===== src/rtl/edge_window_feeder.sv =====
// Raster stream -> 2x2 window + bilinear weights; 1-cycle latency from accepted pixel, no backpressure (gaps hold state).
// EDGE_BORDER_REPLICATE_EN: also emit row-0/col-0 windows with missing neighbours replicated.
module edge_window_feeder #(
  parameter int IMG_W = 64,
  parameter int IMG_H = 64,
  parameter int DW    = 16,
  parameter int FRAC  = 8
) (
  input  logic            clk,
  input  logic            reset,
  input  logic [DW-1:0]   pix_in,
  input  logic            pix_vld,
  input  logic            sof,
  input  logic [FRAC-1:0] frac_x,
  input  logic [FRAC-1:0] frac_y,
  output logic [DW-1:0]   imgmn,
  output logic [DW-1:0]   imgm1n,
  output logic [DW-1:0]   imgmn1,
  output logic [DW-1:0]   imgm1n1,
  output logic [DW-1:0]   Amn,
  output logic [DW-1:0]   Am1n,
  output logic [DW-1:0]   Amn1,
  output logic [DW-1:0]   Am1n1,
  output logic            img_rdy,
  output logic            frame_done
);

  localparam int CW = (IMG_W > 2) ? $clog2(IMG_W) : 1;
  localparam int RW = (IMG_H > 2) ? $clog2(IMG_H) : 1;
  localparam int PW = 2 * FRAC + 2;
  localparam logic [CW-1:0] COL_LAST = CW'(IMG_W - 1);
  localparam logic [RW-1:0] ROW_LAST = RW'(IMG_H - 1);
  localparam logic [FRAC:0] UNITY    = {1'b1, {FRAC{1'b0}}};

  logic [CW-1:0]   col_q, col_d, cur_c;
  logic [RW-1:0]   row_q, row_d, cur_r;
  logic [FRAC-1:0] fx_q, fx_d, fy_q, fy_d;
  logic [DW-1:0]   prev_pix_q, prev_pix_d;
  logic [DW-1:0]   prev_lb_q, prev_lb_d;
  logic [DW-1:0]   imgmn_q, imgmn_d, imgm1n_q, imgm1n_d;
  logic [DW-1:0]   imgmn1_q, imgmn1_d, imgm1n1_q, imgm1n1_d;
  logic [DW-1:0]   amn_q, amn_d, am1n_q, am1n_d, amn1_q, amn1_d, am1n1_q, am1n1_d;
  logic            img_rdy_q, img_rdy_d, frame_done_q, frame_done_d;
  logic [DW-1:0]   linebuf_q [IMG_W];

  logic            acc, emit, first_row, first_col;
  logic [DW-1:0]   lb_rd, up_cur, left_cur, up_left;
  logic [FRAC:0]   ix, iy, fx_ext, fy_ext;
  logic [PW-1:0]   p_mn, p_m1n, p_mn1, p_m1n1;

  always_comb begin
    acc       = pix_vld;
    cur_c     = sof ? '0 : col_q;
    cur_r     = sof ? '0 : row_q;
    first_row = (cur_r == '0);
    first_col = (cur_c == '0);
    lb_rd     = linebuf_q[cur_c];

    // A new frame's offsets must already apply to its own (0,0) window.
    fx_d = (acc && sof) ? frac_x : fx_q;
    fy_d = (acc && sof) ? frac_y : fy_q;

    fx_ext = {1'b0, fx_d};
    fy_ext = {1'b0, fy_d};
    ix     = UNITY - fx_ext;
    iy     = UNITY - fy_ext;
    p_mn   = PW'(ix) * PW'(iy);
    p_m1n  = PW'(ix) * PW'(fy_ext);
    p_mn1  = PW'(fx_ext) * PW'(iy);
    p_m1n1 = PW'(fx_ext) * PW'(fy_ext);

`ifdef EDGE_BORDER_REPLICATE_EN
    emit     = 1'b1;
    up_cur   = first_row ? pix_in : lb_rd;
    left_cur = first_col ? pix_in : prev_pix_q;
    if (first_col) begin
      up_left = up_cur;
    end else begin
      up_left = first_row ? prev_pix_q : prev_lb_q;
    end
`else
    emit     = !first_row && !first_col;
    up_cur   = lb_rd;
    left_cur = prev_pix_q;
    up_left  = prev_lb_q;
`endif

    col_d        = col_q;
    row_d        = row_q;
    prev_pix_d   = prev_pix_q;
    prev_lb_d    = prev_lb_q;
    imgmn_d      = imgmn_q;
    imgm1n_d     = imgm1n_q;
    imgmn1_d     = imgmn1_q;
    imgm1n1_d    = imgm1n1_q;
    amn_d        = amn_q;
    am1n_d       = am1n_q;
    amn1_d       = amn1_q;
    am1n1_d      = am1n1_q;
    img_rdy_d    = 1'b0;
    frame_done_d = 1'b0;

    if (acc) begin
      if (cur_c == COL_LAST) begin
        col_d = '0;
        row_d = (cur_r == ROW_LAST) ? '0 : cur_r + 1'b1;
      end else begin
        col_d = cur_c + 1'b1;
        row_d = cur_r;
      end
      prev_pix_d = pix_in;
      prev_lb_d  = lb_rd;
      if (emit) begin
        imgm1n1_d    = pix_in;
        imgm1n_d     = left_cur;
        imgmn1_d     = up_cur;
        imgmn_d      = up_left;
        amn_d        = DW'(p_mn >> FRAC);
        am1n_d       = DW'(p_m1n >> FRAC);
        amn1_d       = DW'(p_mn1 >> FRAC);
        am1n1_d      = DW'(p_m1n1 >> FRAC);
        img_rdy_d    = 1'b1;
        frame_done_d = (cur_c == COL_LAST) && (cur_r == ROW_LAST);
      end
    end
  end

  always_ff @(posedge clk or negedge reset) begin
    if (!reset) begin
      col_q        <= '0;
      row_q        <= '0;
      fx_q         <= '0;
      fy_q         <= '0;
      prev_pix_q   <= '0;
      prev_lb_q    <= '0;
      imgmn_q      <= '0;
      imgm1n_q     <= '0;
      imgmn1_q     <= '0;
      imgm1n1_q    <= '0;
      amn_q        <= '0;
      am1n_q       <= '0;
      amn1_q       <= '0;
      am1n1_q      <= '0;
      img_rdy_q    <= 1'b0;
      frame_done_q <= 1'b0;
    end else begin
      col_q        <= col_d;
      row_q        <= row_d;
      fx_q         <= fx_d;
      fy_q         <= fy_d;
      prev_pix_q   <= prev_pix_d;
      prev_lb_q    <= prev_lb_d;
      imgmn_q      <= imgmn_d;
      imgm1n_q     <= imgm1n_d;
      imgmn1_q     <= imgmn1_d;
      imgm1n1_q    <= imgm1n1_d;
      amn_q        <= amn_d;
      am1n_q       <= am1n_d;
      amn1_q       <= amn1_d;
      am1n1_q      <= am1n1_d;
      img_rdy_q    <= img_rdy_d;
      frame_done_q <= frame_done_d;
    end
  end

  // Contents are never read before row 0 of a frame rewrites them, so no reset.
  always_ff @(posedge clk) begin
    if (acc) begin
      linebuf_q[cur_c] <= pix_in;
    end
  end

  assign imgmn      = imgmn_q;
  assign imgm1n     = imgm1n_q;
  assign imgmn1     = imgmn1_q;
  assign imgm1n1    = imgm1n1_q;
  assign Amn        = amn_q;
  assign Am1n       = am1n_q;
  assign Amn1       = amn1_q;
  assign Am1n1      = am1n1_q;
  assign img_rdy    = img_rdy_q;
  assign frame_done = frame_done_q;

endmodule

===== config.mk =====
export PLATFORM = sky130hd
export DESIGN_NAME = edge_window_feeder
export DESIGN_NICKNAME = d
export VERILOG_FILES = /design/src/rtl/edge_window_feeder.sv
export SDC_FILE = /design/constraint.sdc
export NUM_CORES = 2
export LEC_CHECK = 0
export ABC_AREA = 1
export CORE_MARGIN = 10
export CORE_UTILIZATION = 25
export CTS_BUF_LIST = sky130_fd_sc_hd__clkbuf_4 sky130_fd_sc_hd__clkbuf_8 sky130_fd_sc_hd__clkbuf_16
export CTS_CLUSTER_SIZE = 28
export DETAILED_ROUTE_END_ITERATION = 8
export GPL_TIMING_DRIVEN = 0
export SLEW_MARGIN = 30
export SYNTH_ARGS = -nofsm -noshare
export SYNTH_HDL_FRONTEND = slang
export SYNTH_SLANG_ARGS = --single-unit
export TNS_END_PERCENT = 20

===== constraint.sdc =====
create_clock -name clk -period 8.4 [get_ports clk]
set_input_delay 1.68 -clock clk [delete_from_list [all_inputs] [get_ports clk]]
set_output_delay 1.68 -clock clk [all_outputs]
set_load 0.03 [all_outputs]

==> results_tabular.tex <==
\begin{tabular}{lr}
\hline
Metric & Value \\
\hline
\multicolumn{2}{l}{\textbf{Outcome}} \\
Status & complete, no violations \\
\multicolumn{2}{l}{\textbf{Die}} \\
Height of the chip & 494 um \\
Initial standard-cell utilization of the core & 25.2\% \\
Die area & 244000 um\^{}2 \\
Number of I/O pins & between 150 and 200 \\
Total core area & 223000 um\^{}2 \\
Floorplan die width & 494 um \\
Site row count & 173 \\
\multicolumn{2}{l}{\textbf{Drt}} \\
Post-detailed-route wirelength per cell & 25.8 um \\
Number of iterations in the first detailed-routing pass & 6 \\
DRC Markers & 0 \\
Detailed-route wire length & around 220000 um \\
DR iter-0 viols & 6765 \\
Via density & 4.95 \\
Final antenna-violating net count & 0 \\
Number of vias after detailed routing & 42921 \\
\multicolumn{2}{l}{\textbf{Clock network}} \\
Maximum buffer depth of the clock tree & 3 \\
Clock latency at the later pin of the worst-skew pair & 0.81 ns \\
Number of clock sinks & between 1000 and 1500 \\
Total number of H-tree levels & 3 \\
Number of buffers inserted during clock tree synthesis & approximately 120 \\
Clock tree from TritonCTS & done \\
Clock Root Buffer & sky130\_fd\_sc\_hd\_\_clkbuf\_16 \\
Post-cts gate resize count & 0 \\
Clk slew on worst S/H paths & about 0.060 ns \\
Number of setup buffers added after CTS & 0 \\
Number of buffers inserted for hold repair after clock tree synthesis & 0 \\
\multicolumn{2}{l}{\textbf{Setup path}} \\
Crit path required time & 9.06 ns \\
Crit-path max FO & 11 \\
Launching point of the worst reg2reg path & fx\_q[1]\$\_DFF\_PN0\_ \\
Class of the most critical setup path & primary input to flop \\
Critical Path AT & 8.64 ns \\
Crit start category & primary input \\
Endpoint of the lowest-slack register-to-register path & Amn[8]\$\_DFFE\_PN0P\_ \\
Cell depth of the worst flop-to-flop path & 25 \\
Reg-to-reg setup timing slack & 2.29 ns \\
Critical Path End Type & flop \\
\multicolumn{2}{l}{\textbf{Placement}} \\
Placed Instances & roughly 8400 \\
DP Area & 63600 um\^{}2 \\
Routability-driven placement congestion ratio & 0.982 \\
Post-DP HPWL & 162000 um \\
Count of buffers from port buffering & 136 \\
\multicolumn{2}{l}{\textbf{Synthesis}} \\
Post-synthesis cell type with the largest combined area & sky130\_fd\_sc\_hd\_\_edfxtp\_1 \\
Share of the yosys chip area belonging to registers & between 60 and 70\% \\
Flip-flop cell with the highest count after synthesis & sky130\_fd\_sc\_hd\_\_edfxtp\_1 \\
Post-synth EDFFs & between 1000 and 1500 \\
Count of mapped cells out of synthesis & 5232 \\
Synth warn & 0 \\
Fraction of post-synthesis cell area in the top cell type by area & between 50\% and 60\% \\
Async set-reset flop share out of synthesis & 13.7\% \\
Leading cell types by total area after synthesis & sky130\_fd\_sc\_hd\_\_edfxtp\_1 55\%, sky130\_fd\_sc\_hd\_\_nand2\_1 8.4\%, sky130\_fd\_sc\_hd\_\_dfrtp\_1 7.2\% \\
Synth Area per Inst & 10.7 um\^{}2 \\
Number of different library cells in the post-synthesis netlist & 49 \\
Total of flip-flops plus latches after synthesis & around 1200 \\
Netlist area before placement & about 56000 um\^{}2 \\
\multicolumn{2}{l}{\textbf{Worst hold path}} \\
Worst Hold Path Cells & 2 \\
Worst Min Path Start & imgm1n1[1]\$\_DFFE\_PN0P\_ \\
Class of the worst hold path & flop to flop \\
Worst Hold Endpoint & imgm1n1[1]\$\_DFFE\_PN0P\_ \\
\multicolumn{2}{l}{\textbf{Timing}} \\
Final worst hold slack & 0.479 ns \\
Slew headroom & between 20 and 25\% \\
Fin. Hold Viols & 0 \\
Final setup violation count & 0 \\
Slew @ Worst Pin & 1.17 ns \\
Fin crit share & a little over nine tenths \\
Aggregate negative setup slack & 0 ns \\
Fin crit period & around 8.0 ns \\
Fmax achieved & 0.125 GHz \\
Max-slew violation count & 0 \\
Clock skew after layout & 0.0916 ns \\
Setup repair after global routing missed its margin & no \\
\multicolumn{2}{l}{\textbf{Global routing}} \\
Vias in the first global route & 40440 \\
Largest net degree at the start of global routing & 84 \\
Total congestion overflow & 0 \\
Wire length of the first global-routing pass & 309000 um \\
Initial antenna violation count & 18 \\
Gr usage total & 17.6\% \\
\multicolumn{2}{l}{\textbf{Layout}} \\
Share of final-layout standard cells stronger than drive strength 1 & 9.92\% \\
Final core utilization & 30.3\% \\
Final non-filler cell area & 67500 um\^{}2 \\
Commonest non-fill, non-tap cells in the layout & 1258 x sky130\_fd\_sc\_hd\_\_nand2\_1, 1024 x sky130\_fd\_sc\_hd\_\_edfxtp\_1, 702 x sky130\_fd\_sc\_hd\_\_nor2\_1 \\
Commonest non-fill, non-tap cell in the layout & sky130\_fd\_sc\_hd\_\_nand2\_1 \\
Fin nets & $\sim$6000 \\
Area Growth Syn to Fin & 20.5\% \\
Final std cells w/o fill & 8674 \\
\multicolumn{2}{l}{\textbf{Flow run}} \\
\# Max-Cap Violations & 0 \\
\multicolumn{2}{l}{\textbf{Power and ir drop}} \\
Reported leakage power & 26.2 nW \\
Worst VDD drop & 0.289 mV \\
Pwr Density & 282 nW/um\^{}2 \\
\hline
\end{tabular}
[layout make-up]
type / instances / area (um^2)
Antenna cell: 15 / 37.5
Timing Repair Buffer: 211 / 3200
Multi-Input combinational cell: 3381 / 19000
Sequential cell: 1186 / 34800
Clock inverter: 67 / 706
Tap cell: 2975 / 3720
Fill cell: 22563 / 155000
Clock buffer: 148 / 3200
Inverter: 424 / 1590
Buffer: 267 / 1270
[worst max path at each step]
stage / from / to / slack [ns]
floorplan: pix_vld / Amn[8]$_DFFE_PN0P_ / 1.32
global placement: reset / imgmn1[13]$_DFFE_PN0P_ / -0.98
detailed placement: sof / Amn[8]$_DFFE_PN0P_ / -0.39
CTS: sof / Amn[8]$_DFFE_PN0P_ / 0.36
global route: sof / Amn[8]$_DFFE_PN0P_ / 0.01
finish: sof / Am1n[7]$_DFFE_PN0P_ / 0.42
[synth_stat cells (26+ instances only)]
library cell	number
sky130_fd_sc_hd__nand2_1	1258
sky130_fd_sc_hd__edfxtp_1	1024
sky130_fd_sc_hd__nor2_1	768
sky130_fd_sc_hd__o21ai_0	439
sky130_fd_sc_hd__inv_1	396
sky130_fd_sc_hd__fa_1	166
sky130_fd_sc_hd__dfrtp_1	162
sky130_fd_sc_hd__nand3_1	155
sky130_fd_sc_hd__ha_1	140
sky130_fd_sc_hd__clkbuf_1	127
sky130_fd_sc_hd__buf_2	85
sky130_fd_sc_hd__a21oi_1	83
sky130_fd_sc_hd__o211ai_1	83
sky130_fd_sc_hd__o21ai_1	54
sky130_fd_sc_hd__nand4_1	42
sky130_fd_sc_hd__buf_4	31
sky130_fd_sc_hd__nor3_1	26
[metal layers]
| metal | GRT usage (%) | share of wire [%] | vias up |
|---|---|---|---|
| met5 | 0 | 0.025 | - |
| li1 | - | - | 18298 |
| met1 | 22.6 | 38 | 20891 |
| met4 | 9.26 | 6.1 | 10 |
| met3 | 6.27 | 14 | 633 |
| met2 | 26.0 | 42 | 3089 |
[worst max-delay path, stage by stage]
cell and delay (ns):
sky130_fd_sc_hd__clkdlybuf4s50_1 0.68, sky130_fd_sc_hd__nand2_2 0.22, sky130_fd_sc_hd__buf_2 0.28, sky130_fd_sc_hd__o21ai_4 0.39, sky130_fd_sc_hd__inv_1 0.33, sky130_fd_sc_hd__ha_1 0.52, sky130_fd_sc_hd__inv_1 0.15, sky130_fd_sc_hd__clkbuf_1 0.52
sky130_fd_sc_hd__nor2_1 0.14, sky130_fd_sc_hd__fa_1 0.55, sky130_fd_sc_hd__fa_1 0.44, sky130_fd_sc_hd__fa_1 0.52, sky130_fd_sc_hd__inv_1 0.05, sky130_fd_sc_hd__fa_1 0.47, sky130_fd_sc_hd__inv_1 0.04, sky130_fd_sc_hd__ha_1 0.33
sky130_fd_sc_hd__a21oi_1 0.30, sky130_fd_sc_hd__o21ai_0 0.18, sky130_fd_sc_hd__a221oi_1 0.33, sky130_fd_sc_hd__nand2_1 0.10, sky130_fd_sc_hd__nand2_1 0.07, sky130_fd_sc_hd__nand3_1 0.19, sky130_fd_sc_hd__nand2_1 0.13
[flip-flops by register name, summed over array words and instances (netlist names), 6 cells and up]
register   count
Am1n1          8
imgm1n1       16
left_cur      16
linebuf_q   1024
imgmn         16
Amn           10
fy_q           8
prev_lb_q     16
Am1n           9
col_q          6
imgm1n        16
Amn1           9
imgmn1        16
row_q          6
fx_q           8
[per-stage QoR]
stage	worst slack [ns]	power, mW
floorplan	1.32	11.3
global placement	-0.984	13.6
detailed placement	-0.391	13.7
CTS	0.357	19.0
global route	0.0113	20.1
finish	0.419	19.1
[kinds of logic (layout without fill, tap and decap cells)]
logic type | Yosys count | in the layout | share of synthesized area (%)
simple gates | 2307 | 2307 | 16.4
compound gates | 724 | 724 | 7.18
buf+inv | 692 | 1117 | 5.04
flops | 1186 | 1186 | 62.1
other cells | 1 | 43 | 0.00669
fa+ha+maj | 306 | 306 | 9.05
xor+xnor | 16 | 16 | 0.250
[power breakdown]
group	switching [mW]	internal [mW]	total, mW
logic	4.55	2.30	6.85
registers	0.157	6.63	6.79
clock network	2.40	3.01	5.41
(Power assumes the default switching activity.)
